$ cat src/rtl/macro_op_expander.sv
// macro_op_expander
//   Sits between fetch and decode. A fused load-immediate macro-op (rd plus
//   a full 32-bit constant) is expanded into legal LUI/ADDI micro-ops, one per
//   cycle. Non-fused instructions pass through unchanged. The output is a
//   registered micro-op stage.
//
// Handshake (both sides): a transfer happens on a rising clk edge where
//   valid && ready. A producer holding valid keeps its payload stable until
//   the transfer; ready may change freely.
//
// Ports:
//   clk, rst_n         clock, asynchronous active-low reset
//   flush              synchronous pipeline flush (highest priority)
//   in_valid/in_ready  upstream handshake
//   in_fused           1 = in_inst/in_imm form a fused load-immediate
//   in_inst            instruction; for fused ops only rd = in_inst[11:7]
//   in_imm             32-bit constant for fused ops
//   in_pc              PC of the (first) instruction
//   out_valid/out_ready downstream handshake
//   out_inst, out_pc   micro-op encoding and PC
//   out_last           1 = final micro-op of the accepted input
module macro_op_expander #(
   parameter bit          ENABLE_SHORT = 1'b1,
   parameter logic [31:0] NOP_INST     = 32'h0000_0013
) (
   input  logic        clk,
   input  logic        rst_n,
   input  logic        flush,
   input  logic        in_valid,
   output logic        in_ready,
   input  logic        in_fused,
   input  logic [31:0] in_inst,
   input  logic [31:0] in_imm,
   input  logic [31:0] in_pc,
   output logic        out_valid,
   input  logic        out_ready,
   output logic [31:0] out_inst,
   output logic [31:0] out_pc,
   output logic        out_last
);

   // IDLE: output empty or holding a final micro-op.
   // SECOND: output holds the LUI, the ADDI waits in the pending register.
   typedef enum logic {IDLE = 1'b0, SECOND = 1'b1} state_t;

   state_t      state_q, state_d;
   logic        out_valid_q, out_valid_d;
   logic [31:0] out_inst_q, out_inst_d;
   logic [31:0] out_pc_q, out_pc_d;
   logic        out_last_q, out_last_d;
   logic [31:0] pend_inst_q, pend_inst_d;
   logic [31:0] pend_pc_q, pend_pc_d;

   logic        accept;
   logic [4:0]  rd;
   logic [11:0] lo;
   logic [19:0] hi;
   logic [31:0] lui_op;
   logic [31:0] addi_x0_op;
   logic [31:0] addi_rd_op;

   // ADDI sign-extends its 12-bit immediate, so the upper part is bumped by
   // one whenever bit 11 is set; the 20-bit add wraps 0xFFFFF+1 to 0.
   assign rd         = in_inst[11:7];
   assign lo         = in_imm[11:0];
   assign hi         = in_imm[31:12] + {19'd0, in_imm[11]};
   assign lui_op     = {hi, rd, 7'b0110111};
   assign addi_x0_op = {lo, 5'd0, 3'b000, rd, 7'b0010011};
   assign addi_rd_op = {lo, rd, 3'b000, rd, 7'b0010011};

   assign in_ready = !flush && (state_q == IDLE) && (!out_valid_q || out_ready);
   assign accept   = in_valid && in_ready;

   always_comb begin
      state_d     = state_q;
      out_valid_d = out_valid_q;
      out_inst_d  = out_inst_q;
      out_pc_d    = out_pc_q;
      out_last_d  = out_last_q;
      pend_inst_d = pend_inst_q;
      pend_pc_d   = pend_pc_q;

      if (flush) begin
         out_valid_d = 1'b0;
         out_inst_d  = NOP_INST;
         pend_inst_d = NOP_INST;
         state_d     = IDLE;
      end else if (state_q == SECOND) begin
         if (out_ready) begin
            out_inst_d = pend_inst_q;
            out_pc_d   = pend_pc_q;
            out_last_d = 1'b1;
            state_d    = IDLE;
         end
      end else if (accept) begin
         out_valid_d = 1'b1;
         out_pc_d    = in_pc;
         out_last_d  = 1'b1;
         if (!in_fused) begin
            out_inst_d = in_inst;
         end else if (rd == 5'd0) begin
            out_inst_d = NOP_INST;
         end else if (ENABLE_SHORT && (hi == 20'd0)) begin
            out_inst_d = addi_x0_op;
         end else if (ENABLE_SHORT && (lo == 12'd0)) begin
            out_inst_d = lui_op;
         end else begin
            out_inst_d  = lui_op;
            out_last_d  = 1'b0;
            pend_inst_d = addi_rd_op;
            pend_pc_d   = in_pc + 32'd4;
            state_d     = SECOND;
         end
      end else if (out_valid_q && out_ready) begin
         out_valid_d = 1'b0;
      end
   end

   always_ff @(posedge clk or negedge rst_n) begin
      if (!rst_n) begin
         state_q     <= IDLE;
         out_valid_q <= 1'b0;
         out_inst_q  <= NOP_INST;
         out_pc_q    <= 32'd0;
         out_last_q  <= 1'b0;
         pend_inst_q <= NOP_INST;
         pend_pc_q   <= 32'd0;
      end else begin
         state_q     <= state_d;
         out_valid_q <= out_valid_d;
         out_inst_q  <= out_inst_d;
         out_pc_q    <= out_pc_d;
         out_last_q  <= out_last_d;
         pend_inst_q <= pend_inst_d;
         pend_pc_q   <= pend_pc_d;
      end
   end

   assign out_valid = out_valid_q;
   assign out_inst  = out_inst_q;
   assign out_pc    = out_pc_q;
   assign out_last  = out_last_q;

endmodule

$ cat config.mk
export PLATFORM = sky130hd
export DESIGN_NAME = macro_op_expander
export DESIGN_NICKNAME = d
export VERILOG_FILES = /design/src/rtl/macro_op_expander.sv
export SDC_FILE = /design/constraint.sdc
export NUM_CORES = 1
export LEC_CHECK = 0
export ABC_AREA = 0
export ABC_CLOCK_PERIOD_IN_PS = 3800
export CORE_MARGIN = 4
export CORE_UTILIZATION = 40
export CTS_CLUSTER_DIAMETER = 120
export CTS_CLUSTER_SIZE = 20
export DETAILED_ROUTE_END_ITERATION = 6
export PLACE_DENSITY = 0.68
export SETUP_SLACK_MARGIN = 0.05
export SLEW_MARGIN = 20
export SYNTH_ARGS = -nofsm -noshare
export SYNTH_HDL_FRONTEND = slang
export SYNTH_SLANG_ARGS = --single-unit
$ cat constraint.sdc
create_clock -name clk -period 3.8 [get_ports clk]
set_input_delay 0.95 -clock clk [delete_from_list [all_inputs] [get_ports clk]]
set_output_delay 0.95 -clock clk [all_outputs]
set_load 0.02 [all_outputs]
After elaboration in Yosys (flattened, before gate mapping)
Index checks and enable logic that the tools add are counted.

storage, ports and cells
  flip-flop bits (word level) = 131
  word-level logic and storage cells = 76

operators by class
  bitwise gates (word level) = 5
  reductions and logical operators = 20
  multiplexer cells = 36
  equality and inequality tests = 6
  add/subtract/negate cells = 2

operators by type and width
  operator                                       number
  two-way mux 32 bit                             17
  adder 32 x 3 -> 32 bit, second input constant  1
  adder 20 x 1 -> 20 bit                         1
  zero test 20 bit                               1
  two-way mux 1 bit                              19
  zero test 12 bit                               1
  != test 2 bit, second input constant           5
  AND reduction 7 bit                            1
  AND reduction 6 bit                            1
  nonzero test 2 bit                             3
  nonzero test 3 bit                             2
  zero test 5 bit                                1
  inverter 1 bit                                 5
  logical AND 1 bit                              4
  AND reduction 2 bit                            2
  != test 3 bit, second input constant           1
  AND reduction 3 bit                            1
  zero test 1 bit                                2
  logical OR 1 bit                               1

Longest topological paths before layout
Gate-level depths: netlist (run 1).

  depth in word-level cells = 8
  depth in mapped cells = 12
  mapped depth without buffers = 9

Worst setup path before layout (run 1)
Ideal clock, no wire load.

  path kind = input -> register
  start = input in_imm[11]
  end = register pend_pc_q[22]
  data required time = 3.675 ns
  stages = 11
  buffers on the path = 2
  setup time = 0.125 ns
  slack = 0.240 ns
  data arrival time = 3.435 ns
  path through = ha_1 -> ha_1 -> buf_2 -> inv_1 -> or4_4 -> o31a_1 -> nor3_2 -> and4_4 -> nor3_4 -> buf_6 -> mux2_4

between the ends
  cells in the longest elaborated chain, start to end = 4
  elaborated cells between the ends (all ways) = 6
  those cells by class = add/sub: 1; bitwise: 2; reduce/logical: 3

ends and longest elaborated chain
  element                                 RTL line  RTL
  start, declared                         33        input logic [31:0] in_imm,
  adder 20 x 1 -> 20 bit                  66        assign hi = in_imm[31:12] + {19'd0, in_imm[11]};
  zero test 20 bit                        103       end else if (ENABLE_SHORT && (hi == 20'd0)) begin
  inverter 1 bit (no source line)         --
  AND reduction 7 bit (no source line) *  --
  end signal, assigned                    135       pend_pc_q <= pend_pc_d;
  end, declared                           52        logic [31:0] pend_pc_q, pend_pc_d;

Mark *: on every way between the ends. The rest lies on a longest branch, timed or not.
A chain may end at the register's enable or synchronous reset.

Worst setup path after layout (run 1)
  start = input in_imm[12]
  end = register pend_pc_q[26]

between the ends
  cells in the longest elaborated chain, start to end = 4

ends and longest elaborated chain
  element                               RTL line
  adder 20 x 1 -> 20 bit                66
  zero test 20 bit                      103
  inverter 1 bit (no source line)       --
  AND reduction 7 bit (no source line)  --

Every way passes these cells.

==> results of run 1 <==
metal layers:
metal	vias to the layer above	share of wire, %	global-route usage (%)
li1	2830	-	-
met1	2853	43	28.9
met2	218	48	36.0
met3	27	7.2	6.20
met4	2	1.6	6.33
met5	-	0.065	0
metrics by stage:
step,total power [mW],instances,utilization (%),TNS [ns]
global placement,2.72,1076,55.3,-15.48
CTS,4.28,1108,58.8,0
global route,4.46,1109,59.6,0
detailed placement,2.74,1076,55.3,-17.59
finish,4.26,1109,59.6,0
floorplan,2.16,672,-,0
how the worst max path moves through the flow:
stage	to	cells past startpoint	slack, ns
3_5_place_dp	out_inst[5]	13	-0.43
3_3_place_gp	out_inst[5]	13	-0.39
2_1_floorplan	pend_pc_q[22]	11	0.24
5_1_grt	pend_pc_q[2]	14	0.06
6_report	pend_pc_q[26]	13	0.15
4_1_cts	pend_inst_q[18]	13	0.05
where the power goes:
group	leakage (nW)	internal (mW)	switching (mW)	total, mW
Clock	0.274	0.955	0.570	1.53
Sequential	1.45	1.47	0.146	1.61
Combinational	2.11	0.575	0.543	1.12
Total	3.84	3.00	1.26	4.26
placed cells by master, fill, tap and decap left out, types with 5 or more instances in the layout:
master and n:
clkinv_2 7, nand2b_1 8, mux2_4 19, xor2_1 12, a21oi_2 10, o221ai_1 5, clkdlybuf4s50_1 166, mux2i_1 41
o32ai_1 7, nor2_1 41, xnor2_1 38, nor3_1 8, dfrtp_1 112, nand3_1 27, and3_1 6, nor4_1 7
inv_1 32, buf_4 59, a211oi_1 6, nand2_1 75, nand4_1 8, clkbuf_16 17, buf_12 5, a22oi_1 7
o32ai_2 10, a21oi_1 19, o21ai_0 52, a221o_1 11, or3_1 5
state kept, by name, indices dropped and copies added (netlist names):
signal,flops
pend_pc_q,32
out_inst,32
out_pc,32
pend_inst_q,17
out_last,1
out_valid,1
state_q,1
critical path, cell delays in order:
cell and delay (ns):
clkdlybuf4s50_1 0.48, ha_1 0.17, ha_1 0.16, inv_1 0.07
or4_4 0.54, buf_4 0.16, o31a_1 0.26, nor3_2 0.23
and4_4 0.29, nor3_4 0.06, buf_12 0.14, buf_12 0.14
mux2_4 0.29
final cells by class:
class	instances	area share, %
clock buffer	21	4.64
clock inverter	11	1.17
inverter	32	1.27
multi-input combinational	480	35.9
sequential	116	30.6
tap	216	2.85
timing repair buffer	233	23.6
logic make-up after synthesis:
| logic type | after synthesis | share of synthesized area [%] |
|---|---|---|
| AND/OR/NAND/NOR | 212 | 16.2 |
| flip-flops | 116 | 44.5 |
| adder cells (fa/ha/maj) | 3 | 0.575 |
| XOR/XNOR | 50 | 6.71 |
| multiplexers | 62 | 11.0 |
| AO/OA/AOI/OAI | 153 | 16.1 |
| buffers and inverters | 76 | 4.91 |
what timing repair did:
item / 4_1_cts / 5_1_grt
setup endpoints to repair: 2 / 47
resized for setup: 1 / 14
pin swaps: 0 / 2
setup buffers: 0 / 1
==> results_dict.tcl, run 1 <==
set metrics [dict create \
    outcome "complete, no violations" \
    r2r_cells 5 \
    syn_avg_cell_area_um2 9.72 \
    synth_cell_types 60 \
    max_cap_viol_count 0 \
    grt_first_pass_wirelength_mm 32.1 \
    numClockSinks 116 \
    slew_viol_final 0 \
    grt_antenna_before_repair 1 \
    clockBufferDepth 2 \
    wl_per_cell_um 18.1 \
    diodes 0 \
    wl_mm 20.1 \
    synth_nets 777 \
    grt_max_degree 117 \
    synth-edff-count 0 \
    cts_tree "yes" \
    final_area_mm2 0.00949 \
    dp_hpwl_mm 14.8 \
    worst_ep_arrival_time_ns 3.95 \
    firstDrtPassIters 5 \
    root_buffer "clkbuf_16" \
    min_path_type "reg -> reg" \
    die-height_um 136 \
    die_area_mm2 0.0184 \
    rows 46 \
    crit_path_start_kind "input port" \
    setup_slack_ns 0.151 \
    vias 5930 \
    regArea_mm2 0.00291 \
    r2r-start "state_q" \
    finalCritPeriodShare_pct 96.0 \
    min_from "out_pc[7]" \
    yosys-top-cells-area "dfrtp_1 (43%), mux2i_1 (6.3%), xnor2_1 (5.1%)" \
    die_w_um 136 \
    ys.flop_type "dfrtp_1" \
    grt_pass1_vias 6025 \
    rsz0062_at_grt "no" \
    r2r_slack_ns 1.26 \
    clkTransAtPathRegs_ns 0.05 \
    final_net_count 985 \
    synth.most_common_cell "dfrtp_1" \
    end_kind "register" \
    synth-seq-cells 116 \
    yosysWarningCount 0 \
    track_usage_pct 22.1 \
    cts_hold_buffers 0 \
    drcViolationCount 0 \
    core_area_mm2 0.0159 \
    post_drt_via_cell_ratio 5.35 \
    gp_congestion 0.923 \
    synth.top_cell.area_share_pct 43.3 \
    critPathLaunch "in_imm[12]" \
    power_density_mw_per_mm2 448 \
    initial_core_util_pct 41.0 \
    grt_overflow 0 \
    post_dp_cell_area_mm2 0.00882 \
    yosysSeqAreaShare_pct 44.5 \
    fmax_ghz 0.274 \
    final_hold_viol_count 0 \
    io_pins 169 \
    holdPathStages 2 \
    ir_worst_vdd_mv 0.379 \
    worstPathRequired_ns 4.10 \
    fin_skew_ns 0.0134 \
    synth_top_cells_by_count "dfrtp_1 (113), nand2_1 (75), o21ai_0 (52)" \
    setup_viol 0 \
    synth-async-reset-ratio_pct 100 \
    insertion_delay_ns 0.42 \
    syn2layout_area_growth_pct 45.4 \
    drive_above_1_share_pct 17.1 \
    whs_ns 0.479 \
    yosys.area.top_type "dfrtp_1" \
    hold_end "out_pc[7]" \
    crit_type "in -> reg" \
    final.fill_count 1377 \
    first_iter_violations 372 \
    cp_max_fo 8 \
    ant_nets 0 \
    cts_made_buffers 17 \
    r2r_end "out_inst[28]" \
    power_leakage_nw 3.84 \
    period_minus_slack_ns 3.65 \
    h-tree-depth 4 \
    synth_cells 672 \
    tightest_slew_ns 0.747 \
    portBuffers 168 \
    syn-cell-area_mm2 0.00653 \
    slew-limit-headroom_pct 50.0 \
    pre_cts_slack_ns -0.427 \
    multi_input_area_mm2 0.00340 \
]
Note: power is estimated with default switching activity, not from simulation.
==> inputs of run 2 (changes only) <==
--- a/config.mk
+++ b/config.mk
@@ -6,13 +6,13 @@
 export NUM_CORES = 1
 export LEC_CHECK = 0
 export ABC_AREA = 0
-export ABC_CLOCK_PERIOD_IN_PS = 3800
 export CORE_MARGIN = 4
 export CORE_UTILIZATION = 40
 export CTS_CLUSTER_DIAMETER = 120
 export CTS_CLUSTER_SIZE = 20
 export DETAILED_ROUTE_END_ITERATION = 6
-export PLACE_DENSITY = 0.68
+export DONT_BUFFER_PORTS = 1
+export PLACE_DENSITY = 0.54
 export SETUP_SLACK_MARGIN = 0.05
 export SLEW_MARGIN = 20
 export SYNTH_ARGS = -nofsm -noshare
==> run 2 against run 1 <==
  * Sequential power rose by 11%
  * Wire length fell by 7.4%
  * Clock-buffer cell count rose by 2
  * Critical endpoint is now pend_pc_q[19]
  * Sequential cell count did not move
==> results_dict.tcl, run 2 (synthesis gave the netlist of run 1 again) <==
set metrics [dict create \
    crit_path_start_kind "input port" \
    pwr-share-clk_pct 41.1 \
    swShare_pct 29.0 \
    h-tree-depth 4 \
    cts_setup_buffers 0 \
    syn2layout_area_growth_pct 14.0 \
    die_w_um 136 \
    cts_resized 0 \
    io_pins 169 \
    drive_above_1_share_pct 15.8 \
    grt_antenna_before_repair 0 \
    end_kind "register" \
    die_area_mm2 0.0184 \
    dp_cells 876 \
    vias 5173 \
    gp_congestion 0.896 \
    setup_viol 0 \
    worst_ep_arrival_time_ns 3.88 \
    insertion_delay_ns 0.42 \
    rows 46 \
    numClockSinks 116 \
    r2r_slack_ns 1.17 \
    fin_skew_ns 0.0109 \
    firstDrtPassIters 5 \
    clkTransAtPathRegs_ns 0.06 \
    slew_viol_final 0 \
    post_dp_cell_area_mm2 0.00686 \
    ant_nets 0 \
    cts_tree "yes" \
    max_cap_viol_count 0 \
    wl_per_cell_um 20.5 \
    tightest_slew_ns 1.00 \
    critPathLaunch "in_imm[11]" \
    first_iter_violations 347 \
    cts_made_buffers 17 \
    cts_hold_buffers 0 \
    slew-limit-headroom_pct 32.9 \
    diodes 0 \
    final_area_mm2 0.00745 \
    initial_core_util_pct 41.0 \
    p_int_mw 2.73 \
    wl_mm 18.6 \
    root_buffer "clkbuf_16" \
    setup_slack_ns 0.230 \
    ir_worst_vdd_mv 0.330 \
    portBuffers 0 \
    final_net_count 784 \
    switching_power_mw 1.12 \
    final_common_cell "dfrtp_1" \
    grt_overflow 0 \
    grt_first_pass_wirelength_mm 29.3 \
    clockBufferDepth 2 \
    power_density_mw_per_mm2 517 \
    die-height_um 136 \
    fmax_ghz 0.280 \
    min_path_type "in -> async" \
    grt_pass1_vias 5395 \
    core_area_mm2 0.0159 \
    rsz0062_at_grt "no" \
    cp_max_fo 18 \
    combPwrFrac_pct 12.5 \
    layout.cells.non_filler 908 \
    total_power_mw 3.85 \
    period_minus_slack_ns 3.57 \
    worstPathRequired_ns 4.11 \
    pre_cts_slack_ns -0.215 \
    crit_type "in -> reg" \
    r2r-start "out_valid" \
    outcome "complete, no violations" \
    final_cell_mix "dfrtp_1 (112), nand2_1 (75), o21ai_0 (52), mux2i_1 (41), nor2_1 (40)" \
    final.fill_count 1521 \
    final_hold_viol_count 0 \
    grt_max_degree 117 \
    power_frac_seq_pct 46.4 \
    finalCritPeriodShare_pct 93.9 \
    power_leakage_nw 2.99 \
    post_drt_via_cell_ratio 5.70 \
    dp_hpwl_mm 13.5 \
    drcViolationCount 0 \
    track_usage_pct 20.4 \
]
run 2: changes by cell type in the layout (fill, tap and decap cells not counted), moves of 2 or more:
cell	delta
buf_12	-4
buf_4	-28
buf_6	-2
clkbuf_8	+3
clkdlybuf4s50_1	-166
clkinv_2	-3
o32ai_1	+10
o32ai_2	-10
run 2: area by class of cell:
type,count,area [um^2],area share (%)
Multi-Input combinational cell,480,3310,44.5
Sequential cell,116,2910,39.1
Tap cell,216,270,3.63
Inverter,32,120,1.61
Timing Repair Buffer,32,253,3.39
Clock buffer,23,478,6.42
Clock inverter,9,104,1.39
run 2: stage by stage:
stage / hold WS, ns / util, % / setup TNS (ns)
detailed placement: 0.498 / 43.1 / -4.04
finish: 0.231 / 46.7 / 0
floorplan: 0.480 / - / 0
global route: 0.210 / 46.7 / 0
global placement: 0.494 / 43.1 / -1.65
CTS: 0.214 / 46.7 / 0
run 2: path summary, 6_finish.rpt:
check	depth (start not counted)	end
min in group clk	1	pend_pc_q[5]
worst min-delay path	0	out_inst[30]
worst min register to register	1	pend_pc_q[5]
max in group asynchronous	0	out_inst[4]
worst max register to register	6	pend_pc_q[19]
worst max-delay path	10	pend_pc_q[19]
run 2: metal layers:
metal,track usage (%),part of all wire (%)
met5,0,0
met4,6.94,1.9
met3,8.14,9.8
met2,32.7,49
met1,25.1,40
run 2: worst max-delay path, cell delays in order:
cell and delay, ns:
ha_1 0.16, ha_1 0.18, inv_1 0.07, or4_4 0.54, nor4_2 0.23, nor3_2 0.09, and4_4 0.20, nor3_4 0.81
buf_12 0.27, mux2_2 0.35
run 2: power groups by stage:
stage               clock (mW)  combinational, mW  sequential, mW
detailed placement           0              0.487            1.81
floorplan                    0              0.415            1.74
global route              1.68              0.547            1.82
global placement             0              0.470            1.80
CTS                       1.62              0.489            1.79
finish                    1.58              0.483            1.79
